`src/rtl/fetch_seq_if.sv`:
```
// Bus between the decoder/test side and the fetch sequencer (PC, retire and stall signals).
// The FETCH_PERF_CNT_EN macro adds the cycle_count/instr_count performance counters.
interface fetch_seq_if #(
    parameter int PC_WIDTH = 10
);
    logic                start;
    logic                halt;
    logic                mem_access;
    logic                jump;
    logic [PC_WIDTH-1:0] jump_target;
    logic                branch_taken;
    logic [7:0]          branch_offset;
    logic [PC_WIDTH-1:0] pc;
    logic                commit;
    logic                stall;
    logic                done;
`ifdef FETCH_PERF_CNT_EN
    logic [15:0]         cycle_count;
    logic [15:0]         instr_count;

    modport master (
        output start, halt, mem_access, jump, jump_target, branch_taken, branch_offset,
        input  pc, commit, stall, done, cycle_count, instr_count
    );

    modport slave (
        input  start, halt, mem_access, jump, jump_target, branch_taken, branch_offset,
        output pc, commit, stall, done, cycle_count, instr_count
    );
`else
    modport master (
        output start, halt, mem_access, jump, jump_target, branch_taken, branch_offset,
        input  pc, commit, stall, done
    );

    modport slave (
        input  start, halt, mem_access, jump, jump_target, branch_taken, branch_offset,
        output pc, commit, stall, done
    );
`endif
endinterface

```
`src/rtl/fetch_seq_ctrl.sv`:
```
// PC sequencer and retire controller: sequential/branch/JR/HALT flow plus fixed-latency memory stalls.
// The FETCH_PERF_CNT_EN macro adds saturating cycle and instruction counters.
module fetch_seq_ctrl #(
    parameter int                  PC_WIDTH   = 10,
    parameter logic [PC_WIDTH-1:0] START_ADDR = '0,
    parameter int                  MEM_LAT    = 2
) (
    input  logic       clk,
    input  logic       reset,
    fetch_seq_if.slave bus
);
    localparam int CNT_W = (MEM_LAT > 2) ? $clog2(MEM_LAT - 1) : 1;
    localparam logic [CNT_W-1:0] WAIT_INIT = CNT_W'((MEM_LAT > 1) ? (MEM_LAT - 2) : 0);

    typedef enum logic [1:0] {
        IDLE,
        RUN,
        MEM_WAIT,
        HALTED
    } state_t;

    state_t              state;
    state_t              next_state;
    logic [PC_WIDTH-1:0] pc_q;
    logic [PC_WIDTH-1:0] next_pc;
    logic [PC_WIDTH-1:0] pc_plus_one;
    logic [PC_WIDTH-1:0] offset_ext;
    logic [CNT_W-1:0]    wait_cnt;
    logic [CNT_W-1:0]    next_wait_cnt;
    logic                commit_raw;
    logic                stall_c;
    logic                done_c;

    assign pc_plus_one = pc_q + PC_WIDTH'(1);
    assign offset_ext  = PC_WIDTH'($signed(bus.branch_offset));

    always_ff @(posedge clk) begin
        if (reset) begin
            state    <= IDLE;
            pc_q     <= START_ADDR;
            wait_cnt <= '0;
        end else begin
            state    <= next_state;
            pc_q     <= next_pc;
            wait_cnt <= next_wait_cnt;
        end
    end

    always_comb begin
        next_state    = state;
        next_pc       = pc_q;
        next_wait_cnt = wait_cnt;
        commit_raw    = 1'b0;
        stall_c       = 1'b0;
        done_c        = 1'b0;
        case (state)
            IDLE: begin
                if (bus.start) begin
                    next_pc    = START_ADDR;
                    next_state = RUN;
                end
            end
            RUN: begin
                if (bus.halt) begin
                    commit_raw = 1'b1;
                    next_state = HALTED;
                end else if (bus.mem_access) begin
                    if (MEM_LAT == 1) begin
                        commit_raw = 1'b1;
                        next_pc    = pc_plus_one;
                    end else begin
                        stall_c       = 1'b1;
                        next_wait_cnt = WAIT_INIT;
                        next_state    = MEM_WAIT;
                    end
                end else if (bus.jump) begin
                    commit_raw = 1'b1;
                    next_pc    = bus.jump_target;
                end else if (bus.branch_taken) begin
                    commit_raw = 1'b1;
                    next_pc    = pc_q + offset_ext;
                end else begin
                    commit_raw = 1'b1;
                    next_pc    = pc_plus_one;
                end
            end
            MEM_WAIT: begin
                // The load/store retires only in the final cycle of its latency window.
                if (wait_cnt != '0) begin
                    stall_c       = 1'b1;
                    next_wait_cnt = wait_cnt - CNT_W'(1);
                end else begin
                    commit_raw = 1'b1;
                    next_pc    = pc_plus_one;
                    next_state = RUN;
                end
            end
            HALTED: begin
                done_c = 1'b1;
                if (bus.start) begin
                    next_pc    = START_ADDR;
                    next_state = RUN;
                end
            end
            default: next_state = IDLE;
        endcase
    end

    // A reset cycle must never let a register-file or memory write through.
    assign bus.commit = commit_raw & ~reset;
    assign bus.stall  = stall_c;
    assign bus.done   = done_c;
    assign bus.pc     = pc_q;

`ifdef FETCH_PERF_CNT_EN
    logic [15:0] cycle_q;
    logic [15:0] instr_q;
    logic        perf_clear;

    assign perf_clear = bus.start && (state == IDLE || state == HALTED);

    always_ff @(posedge clk) begin
        if (reset || perf_clear) begin
            cycle_q <= '0;
            instr_q <= '0;
        end else begin
            if ((state == RUN || state == MEM_WAIT) && cycle_q != 16'hFFFF) begin
                cycle_q <= cycle_q + 16'd1;
            end
            if (bus.commit && instr_q != 16'hFFFF) begin
                instr_q <= instr_q + 16'd1;
            end
        end
    end

    assign bus.cycle_count = cycle_q;
    assign bus.instr_count = instr_q;
`endif
endmodule
```
`src/flat_wrapper.sv`:
```
// flat-port wrapper written by rule: the top's interface ports become plain ports
module fetch_seq_ctrl_flat 
#(
    parameter int                  PC_WIDTH   = 10,
    parameter logic [PC_WIDTH-1:0] START_ADDR = '0,
    parameter int                  MEM_LAT    = 2
)
  (clk, reset, bus_start, bus_halt, bus_mem_access, bus_jump, bus_jump_target, bus_branch_taken, bus_branch_offset, bus_pc, bus_commit, bus_stall, bus_done);
  fetch_seq_if #(.PC_WIDTH(PC_WIDTH)) bus_i ();
  input  logic clk;
  input  logic reset;
  input wire logic [$bits(bus_i.start)-1:0] bus_start;
  input wire logic [$bits(bus_i.halt)-1:0] bus_halt;
  input wire logic [$bits(bus_i.mem_access)-1:0] bus_mem_access;
  input wire logic [$bits(bus_i.jump)-1:0] bus_jump;
  input wire logic [$bits(bus_i.jump_target)-1:0] bus_jump_target;
  input wire logic [$bits(bus_i.branch_taken)-1:0] bus_branch_taken;
  input wire logic [$bits(bus_i.branch_offset)-1:0] bus_branch_offset;
  output wire logic [$bits(bus_i.pc)-1:0] bus_pc;
  output wire logic [$bits(bus_i.commit)-1:0] bus_commit;
  output wire logic [$bits(bus_i.stall)-1:0] bus_stall;
  output wire logic [$bits(bus_i.done)-1:0] bus_done;
  assign bus_i.start = bus_start;
  assign bus_i.halt = bus_halt;
  assign bus_i.mem_access = bus_mem_access;
  assign bus_i.jump = bus_jump;
  assign bus_i.jump_target = bus_jump_target;
  assign bus_i.branch_taken = bus_branch_taken;
  assign bus_i.branch_offset = bus_branch_offset;
  assign bus_pc = bus_i.pc;
  assign bus_commit = bus_i.commit;
  assign bus_stall = bus_i.stall;
  assign bus_done = bus_i.done;
  fetch_seq_ctrl #(.PC_WIDTH(PC_WIDTH), .START_ADDR(START_ADDR), .MEM_LAT(MEM_LAT)) u_core (.clk(clk), .reset(reset), .bus(bus_i));
endmodule
```
`config.mk`:
```
export PLATFORM = sky130hd
export DESIGN_NAME = fetch_seq_ctrl_flat
export DESIGN_NICKNAME = d
export VERILOG_FILES = /design/src/rtl/fetch_seq_if.sv /design/src/rtl/fetch_seq_ctrl.sv /design/src/flat_wrapper.sv
export SDC_FILE = /design/constraint.sdc
export NUM_CORES = 1
export LEC_CHECK = 0
export ABC_AREA = 1
export BUFFER_PORTS_ARGS = -buffer_cell sky130_fd_sc_hd__clkbuf_2
export CAP_MARGIN = 5
export CORE_UTILIZATION = 53
export DETAILED_ROUTE_END_ITERATION = 12
export GPL_TIMING_DRIVEN = 1
export PLACE_DENSITY = 0.91
export SLEW_MARGIN = 20
export SYNTH_ARGS = -nofsm -noshare
export SYNTH_HDL_FRONTEND = slang
export SYNTH_SLANG_ARGS = --single-unit
```
`constraint.sdc`:
```
create_clock -name clk -period 2.3 [get_ports clk]
set_input_delay 0 -clock clk [delete_from_list [all_inputs] [get_ports clk]]
set_output_delay 0 -clock clk [all_outputs]
set_load 0.005 [all_outputs]
```
==> Yosys cells after proc, flatten, opt, wreduce, memory -nomap -nowiden <==
Cells that the tools add are included.
{ "totals": {"ff_bits": 13} }
{ "op_classes": {"addsub": 3, "n_eq_ne": 9, "n_mux": 25, "bitwise": 2, "n_reduce_logical": 6} }
{ "op_table": {"columns": ["cell", "n"], "rows": [
  ["$mux 10", 6],
  ["$pmux 10 s3", 1],
  ["$add 10x1->10 const B", 1],
  ["$add 10x10->10", 1],
  ["$mux 1", 10],
  ["$mux 2", 4],
  ["$ne 2x2->1 const B", 4],
  ["$pmux 1 s2", 3],
  ["$pmux 2 s3", 1],
  ["$reduce_and 3->1", 2],
  ["$eq 2x2->1 const B", 2],
  ["$reduce_and 4->1", 1],
  ["$ne 3x3->1 const B", 1],
  ["$eq 2x1->1 const B", 1],
  ["$logic_not 2->1", 1],
  ["$ne 2x1->1 const B", 1],
  ["$reduce_bool 2->1", 1],
  ["$reduce_or 2->1", 1],
  ["$and 1x1->1", 1],
  ["$not 1->1", 1],
  ["$sub 1x1->1 const B", 1]
]} }

==> Logic depth before layout (Yosys ltp) <==
Gate-level depths: netlist (run 1).
{ "logic_depth": {"depth_word": 6, "ltp_mapped": 13} }

==> Worst setup path before layout (run 1) <==
Ideal clock, no wire load.
{ "synth_path": {"path_kind": "register to register", "startpoint": "register u_core.pc_q[0], in the netlist u_core.bus.pc[0]", "endpoint": "register u_core.pc_q[8], in the netlist u_core.bus.pc[8]", "setup_time_ns": 0.119, "t_arrival_ns": 1.568, "t_required_ns": 2.181, "setup_slack_ns": 0.612, "path_stages_with_launch": 13, "n_path_buf": 0, "period_less_slack_ns": 1.688, "path_cell_list": "dfxtp_1 -> ha_1 -> fa_1 -> nand3_1 -> nand3_1 -> nand2_1 -> nand2_1 -> nand2_1 -> nand3_1 -> nand2_1 -> nand2_1 -> nand2_1 -> a21oi_1"} }
{ "synth_via": {"elab_chain_cells": 6} }
{ "synth_lines": {"columns": ["element", "line_no", "source"], "rows": [
  ["start: declaration", "fetch_seq_ctrl.sv:24", "logic [PC_WIDTH-1:0] pc_q;"],
  ["start signal: assignment", "fetch_seq_ctrl.sv:44", "pc_q <= next_pc;"],
  ["$add 10x1->10 or $add 10x10->10 (tied branches)", "fetch_seq_ctrl.sv:34, fetch_seq_ctrl.sv:81", null],
  ["$mux 10", "fetch_seq_ctrl.sv:79", "end else if (bus.branch_taken) begin"],
  ["$mux 10", "fetch_seq_ctrl.sv:76", "end else if (bus.jump) begin"],
  ["$mux 10", "fetch_seq_ctrl.sv:67", "end else if (bus.mem_access) begin"],
  ["$mux 10", "fetch_seq_ctrl.sv:64", "if (bus.halt) begin"],
  ["$pmux 10 s3 *", "fetch_seq_ctrl.sv:56", "case (state)"]
]} }
Mark *: on every way between the ends. The rest lies on a longest branch, timed or not. The select of a mux whose other input is x is not followed.
A chain may end at the register's enable or synchronous reset.

==> Worst setup path after layout (run 1) <==
Same ends and word-level chain as after synthesis.

==> results.txt, run 1 <==
----------------------------------------------------
[Outcome]
  Status ... finished clean

[Global route]
  Pin count of the biggest net entering global routing ... 18
  Number of antenna violations at the first check in global routing ... 0
  Via count of the first global-routing pass ... 1461
  Remaining Overflow, GRT ... 0
  First-pass GRT wire length ... 6.210 mm
  Aggregate global-route resource usage ... 0.2889

[Detailed routing]
  Detailed Route Iter0 Violations ... 55
  WL final ... 3.817 mm
  Vias per cell ... 5.535
  DRC violation count after routing ... 0
  Count of nets left with antenna violations after detail routing ... 0
  Detailed-routing iteration count for the pre-antenna-repair pass ... 4
  Number of vias in the routed layout ... 1749
  Final routed wire length divided by cell count ... 12.08 um

[Pwr]
  Sequential fraction of design power ... 0.328
  Static leakage ... 0.0009193 uW
  Tot Pwr ... roughly 910 uW
  Comb pwr share ... 0.527
  Switching power as a share of total power ... 0.4583
  Fraction of power consumed by the clock network ... 0.145
  Internal Power ... 493.0 uW
  Worst vdd ir ... 0.4281 mV
  Switching power total ... 417.0 uW
  Power density relative to cell area ... 533.6 nW/um^2

[Setup path]
  Worst setup path class ... register to register
  Kind of end point of the critical path ... register
  Slowest-stage cell, CP ... dfxtp_1
  CP Data Arrival Time ... 2110 ps
  Setup crit start kind ... register
  Chain of cells forming the critical path ... ha_1 -> fa_1 -> nand3_1 -> nand3_1 -> nand2_1 -> nand2_1 -> nand2_1 -> nand3_1 -> nand2_1 -> nand2_1 -> nand2_1 -> a21oi_1
  Critical Path Max Stage Delay ... 430 ps
  CP max FO ... 11
  Most frequent CP cell ... nand2_1
  CP required ... about 2500 ps

[Floorplanning]
  IO Pins ... 38
  FP Rows ... 18
  Die area ... a little under 3000 um^2
  Floorplan die height ... 54.62 um
  Initial standard-cell utilization of the core ... 0.5767
  Placeable Area ... 2545 um^2
  Horiz. Die Dim ... 54.62 um

[Clocking]
  TritonCTS sink count ... 12
  Clock Latency Late Sink ... 270 ps
  Root Buffer Master ... clkbuf_4
  Cells resized by post-CTS repair ... 0
  Clock-pin transition on the worst setup and hold timing paths ... 80 ps
  CTS tree ... yes
  Longest Clk Path Bufs ... 2
  TritonCTS buffer count ... 3
  Number of levels in the clock H-tree ... 1

[STA]
  Max-slew headroom ... 0.6848
  RSZ-0062 raised after global routing ... false
  Worst hold slack after final layout ... 29.17 ps
  Top achievable clock speed ... 514.0 MHz
  Actual slew at the worst max-slew pin ... 472.2 ps
  Setup Skew ... 4.797 ps
  Period utilization ... 0.8460
  Shortest clock period the worst path allows after layout ... roughly 1900 ps
  Final Slew Violations ... 0
  Final Hold Viols ... 0
  Final sum of negative setup slack ... 0 ps
  Finish-stage setup viols ... 0

[Yosys]
  Average size of a mapped cell ... 5.894 um^2
  Yosys reg bits ... 12
  Cell area after synthesis ... about 1500 um^2
  Part of the Yosys area used for sequential elements ... 0.1637
  Count of different cell masters after synthesis ... 31
  Post-synthesis cell count ... roughly 250
  Total of warnings raised by yosys ... 0
  Net count of the mapped netlist ... 288

[Cells and area]
  Inserted Diodes ... 0
  Fraction of final layout cells with drive strength greater than 1 ... 0.1748
  Final net count ... 327
  Final core area utilization ... 0.6701
  Area growth from synthesis to layout ... 16.20%

[Placement]
  Number of port buffers ... 37
  Final RePlAce weighted congestion ... around 0.86
  DP HPWL ... 2.973 mm

[Flow run]
  Max cap viols ... 0

[Worst hold path]
  Class of the worst hold path ... input pin to register

----------------------------------------------------
## cell families (layout without fill, tap and decap cells)
group | Yosys count | count (layout) | synth area share
buffers and inverters | 40 | 77 | 0.1066
and+or+nand+nor | 126 | 126 | 0.3691
DFF | 12 | 12 | 0.1637
adders and majority gates | 14 | 14 | 0.1245
AOI/OAI and AO/OA | 51 | 51 | 0.2003
xor gates and xnor gates | 6 | 6 | 0.03581
## final timing paths
kind                            from          endpoint  slack, ps  depth (start not counted)
hold / removal    bus_jump_target[2]  u_core.bus.pc[2]         30                          3
setup reg to reg    u_core.bus.pc[0]  u_core.bus.pc[8]        350                         12
hold reg to reg      u_core.state[1]   u_core.state[1]        510                          2
setup / recovery    u_core.bus.pc[0]  u_core.bus.pc[8]        350                         12
## metrics by stage
stage	setup WS, ps	std cells	cell area [um^2]
final	354.3	316	1705
after detailed placement	344.2	312	1673
after CTS	336.6	316	1705
after global routing	145.1	316	1705
after global placement	427.2	312	1673
after floorplan	612.4	249	1468
## per-layer routing
metal	up-vias	global-route usage	share of wire
met5	-	0	0
met4	0	0.09829	0.011
met3	8	0.03056	0.062
met2	71	0.4799	0.47
met1	766	0.3827	0.46
li1	904	-	-
## cell usage after synthesis (all sizes together)
cell type	instances	share of area
buf	2	0.0085
a31oi	2	0.0085
xnor2	2	0.012
xor2	4	0.024
ha	13	0.11
or2	4	0.017
nand4	6	0.026
inv	34	0.087
o21bai	1	0.0077
nand2	68	0.18
nor2	23	0.064
o21ai	19	0.065
o21a	1	0.0051
o211ai	7	0.036
fa	1	0.014
a211oi	1	0.0051
dfxtp	12	0.16
clkinv	1	0.0026
o221ai	1	0.0060
nand3	22	0.075
clkbuf	3	0.0085
a21oi	19	0.067
nor3	3	0.010
## critical path, delay by kind of cell (launching register included)
family | cells | cell delay, ps
flip-flops | 1 | 430
AND/OR/NAND/NOR | 9 | 630
adder cells (fa/ha/maj) | 2 | 720
AO/OA/AOI/OAI | 1 | 60
## cells in the final DEF, fill, tap and decap left out, drive strengths merged
master and n:
nand2 68, clkbuf 40, inv 34, nor2 23, nand3 22, a21oi 19
o21ai 19, ha 13, dfxtp 12, o211ai 7, nand4 6, xor2 4
or2 4, nor3 3, xnor2 2, a31oi 2, o221ai 1, o21a 1
o21bai 1, clkinv 1, a211oi 1, fa 1, dlygate4sd3 1, buf 1
## registers in the layout, indices dropped and copies added (netlist names)
name / count
u_core.state: 2
u_core.bus.pc: 10
## repair_timing
item | in CTS | in global routing
buffers inserted | 0 | 0
endpoints found under the hold margin | 2 | 0
hold buffers | 1 | 0
## power by group through the flow
stage | logic, uW | registers (uW) | clock network [uW]
floorplan | 349 | 287 | 0
global placement | 459 | 300 | 0
detailed placement | 470 | 301 | 0
CTS | 476 | 296 | 135
global route | 552 | 303 | 144
finish | 480 | 298 | 132
## final cells by class
type | count | area [um^2]
Multi-Input combinational cell | 197 | 1071
Sequential cell | 12 | 240.2
Tap cell | 30 | 37.54
Fill cell | 245 | 839.6
Clock buffer | 3 | 22.52
Timing Repair Buffer | 39 | 202.7
Inverter | 35 | 131.4
Note: power is estimated with default switching activity, not from simulation.
==> inputs of run 2 (changes only) <==
==> constraint.sdc (replaced) <==
create_clock -name clk -period 1.8 [get_ports clk]
set_input_delay 0 -clock clk [delete_from_list [all_inputs] [get_ports clk]]
set_output_delay 0 -clock clk [all_outputs]
set_load 0.005 [all_outputs]
==> run 2 against run 1 <==
Clock-buffer cell count rose by 1. Clock power grew 82%. Total power up 50%. Largest power group unchanged. Highest routed layer unchanged.
==> results.txt, run 2 (same netlist as run 1, synthesis figures left out) <==
----------------------------------------------------
[Setup path]
  CP Data Arrival Time ... 1950 ps (was 2110 ps)
  Critical Path Max Stage Delay ... 360 ps (was 430 ps)
  Kind of end point of the critical path ... register (unchanged)
  Reg-to-reg slack, setup ... 50 ps (was 350 ps)
  Critical R2R Launch ... u_core.bus.pc[0] (unchanged)
  Setup crit start kind ... register (unchanged)
  Chain of cells forming the critical path ... buf_6 -> ha_1 -> nand2_1 -> nor2_2 -> nand3_1 -> nand2_1 -> nand2_1 -> o21ai_1 -> inv_1 -> nand2_1 -> nand2_1 -> nand2_1 -> a21oi_1 (was ha_1 -> fa_1 -> nand3_1 -> nand3_1 -> nand2_1 -> nand2_1 -> nand2_1 -> nand3_1 -> nand2_1 -> nand2_1 -> nand2_1 -> a21oi_1)
  R2R Path End ... u_core.bus.pc[8] (unchanged)
  CP required ... 2000 ps (was 2470 ps)
  CP top delay family ... simple AND/OR/NAND/NOR gates (was adder cells)
  Slowest-stage cell, CP ... dfxtp_1 (unchanged)
  Worst setup path class ... register to register (unchanged)
  Buf+Inv Stages, Crit Path ... 2 (was 0)
  Cell count of the worst reg-to-reg path ... 13 (was 12)
  CP max FO ... 10 (was 11)
  Most frequent CP cell ... nand2_1 (unchanged)

[Floorplanning]
  Horiz. Die Dim ... 54.62 um (unchanged)
  Initial standard-cell utilization of the core ... 0.5767 (unchanged)
  Die area ... 2983 um^2 (unchanged)
  FP Rows ... 18 (unchanged)
  IO Pins ... 38 (unchanged)
  Floorplan die height ... 54.62 um (unchanged)
  Placeable Area ... 2545 um^2 (unchanged)

[Cells and area]
  Inserted Diodes ... 0 (unchanged)
  Largest register FFs ... 10 (unchanged)
  Post-route design area ... 1891 um^2 (was 1705 um^2)
  Most frequent standard cell in the layout excluding fill and tap cells ... nand2_1 (unchanged)
  Commonest cells after routing, fill and taps aside ... nand2_1, clkbuf_2, inv_1 (unchanged)
  Area growth from synthesis to layout ... 28.81% (was 16.20%)
  Fraction of final layout cells with drive strength greater than 1 ... 0.2492 (was 0.1748)
  Filler Cells Inserted ... 207 (was 245)
  Final net count ... 341 (was 327)
  Final Non-Filler Cells ... 331 (was 316)

[Pwr]
  Worst vdd ir ... 0.5200 mV (was 0.4281 mV)
  Static leakage ... 0.0009913 uW (was 0.0009193 uW)
  Tot Pwr ... 1365 uW (was 910.0 uW)
  Power density relative to cell area ... 722.2 nW/um^2 (was 533.6 nW/um^2)

[Placement]
  Number of port buffers ... 37 (unchanged)
  Final RePlAce weighted congestion ... 0.9133 (was 0.8578)
  Placement-stage cell area ... 1755 um^2 (was 1673 um^2)
  DP HPWL ... 3.153 mm (was 2.973 mm)
  Count of placed standard cells including taps ... 323 (was 312)
  Worst setup timing slack at the placement stage ... 45.06 ps (was 344.2 ps)

[Detailed routing]
  Detailed-routing iteration count for the pre-antenna-repair pass ... 5 (was 4)
  Number of vias in the routed layout ... 1840 (was 1749)
  Vias per cell ... 5.559 (was 5.535)
  Count of nets left with antenna violations after detail routing ... 0 (unchanged)
  Detailed Route Iter0 Violations ... 102 (was 55)
  DRC violation count after routing ... 0 (unchanged)
  Final routed wire length divided by cell count ... 13.11 um (was 12.08 um)
  WL final ... 4.340 mm (was 3.817 mm)

[STA]
  Max-slew headroom ... 0.6902 (was 0.6848)
  Final worst-path setup slack ... 46.73 ps (was 354.3 ps)
  Period utilization ... 0.9740 (was 0.8460)
  Setup Skew ... 5.012 ps (was 4.797 ps)
  Final Slew Violations ... 0 (unchanged)
  Finish-stage setup viols ... 0 (unchanged)
  Final sum of negative setup slack ... 0 ps (unchanged)
  Actual slew at the worst max-slew pin ... 464.2 ps (was 472.2 ps)
  Final Hold Viols ... 0 (unchanged)
  Shortest clock period the worst path allows after layout ... 1753 ps (was 1946 ps)
  Top achievable clock speed ... 570.4 MHz (was 514.0 MHz)

[Worst hold path]
  Worst hold path endpoint ... u_core.bus.pc[9] (was u_core.bus.pc[2])
  Class of the worst hold path ... input pin to register (unchanged)
  Hold Path Origin ... bus_jump_target[9] (was bus_jump_target[2])
  Count of cells along the worst hold path ... 5 (was 3)

[Flow run]
  Max cap viols ... 0 (unchanged)

[Clocking]
  CTS tree ... yes (unchanged)
  Longest Clk Path Bufs ... 2 (unchanged)
  TritonCTS sink count ... 12 (unchanged)
  Clock-pin transition on the worst setup and hold timing paths ... 90 ps (was 80 ps)
  Clock Latency Late Sink ... 300 ps (was 270 ps)
  TritonCTS buffer count ... 3 (unchanged)
  Number of levels in the clock H-tree ... 1 (unchanged)
  Root Buffer Master ... clkbuf_4 (unchanged)

[Global route]
  Aggregate global-route resource usage ... 0.3147 (was 0.2889)
  First-pass GRT wire length ... 6.624 mm (was 6.210 mm)
  Via count of the first global-routing pass ... 1567 (was 1461)
  Remaining Overflow, GRT ... 0 (unchanged)
  Pin count of the biggest net entering global routing ... 18 (unchanged)
  Number of antenna violations at the first check in global routing ... 0 (unchanged)

[Outcome]
  Status ... finished clean (unchanged)

----------------------------------------------------
-- run 2: area by class of cell --
type,count,area [um^2],area share
clock buffer,4,36.28,0.01919
inverter,35,136.4,0.07214
multi-input combinational,197,1131,0.5983
sequential,12,240.2,0.1271
tap,30,37.54,0.01985
timing repair buffer,52,304.0,0.1608
timing repair inverter,1,5.005,0.002647
-- run 2: worst reg2reg max path, delay by kind of cell (launching register included) --
family,cells,cell delay (ps)
compound gates,2,180
fa+ha+maj,1,200
buf+inv,2,210
flops,1,360
simple gates,8,710
-- run 2: timing repair --
item	4_1_cts	5_1_grt
hold buffers	1	0
endpoints found under the setup margin	0	6
resized for setup	0	15
endpoints found under the hold margin	2	0
buffers inserted	0	2
-- run 2: layer usage --
metal  share of wire  global-route usage
met1            0.41              0.3930
met2            0.49              0.5301
met3           0.085             0.04722
met4           0.018              0.1325
met5               0                   0
-- run 2: where the power goes --
part	internal (uW)	switching, uW
combinational	332	443
clock	124	116
sequential	306	44.2
-- run 2: worst max path at each step --
stage	start	to	slack [ps]	cells past startpoint
final	u_core.bus.pc[0]	u_core.bus.pc[8]	50	13
after floorplan	u_core.bus.pc[0]	u_core.bus.pc[8]	110	12
after detailed placement	u_core.bus.pc[0]	u_core.bus.pc[8]	50	12
after CTS	u_core.bus.pc[0]	u_core.bus.pc[8]	30	11
after global routing	u_core.bus.pc[0]	u_core.bus.pc[8]	-70	13
after global placement	u_core.bus.pc[0]	u_core.bus.pc[8]	90	12
-- run 2: stage by stage --
step,utilization,hold WS (ps)
detailed placement,0.6898,217.4
floorplan,-,34.20
global route,0.7429,38.88
global placement,0.6898,208.8
finish,0.7429,12.31
CTS,0.7080,15.10
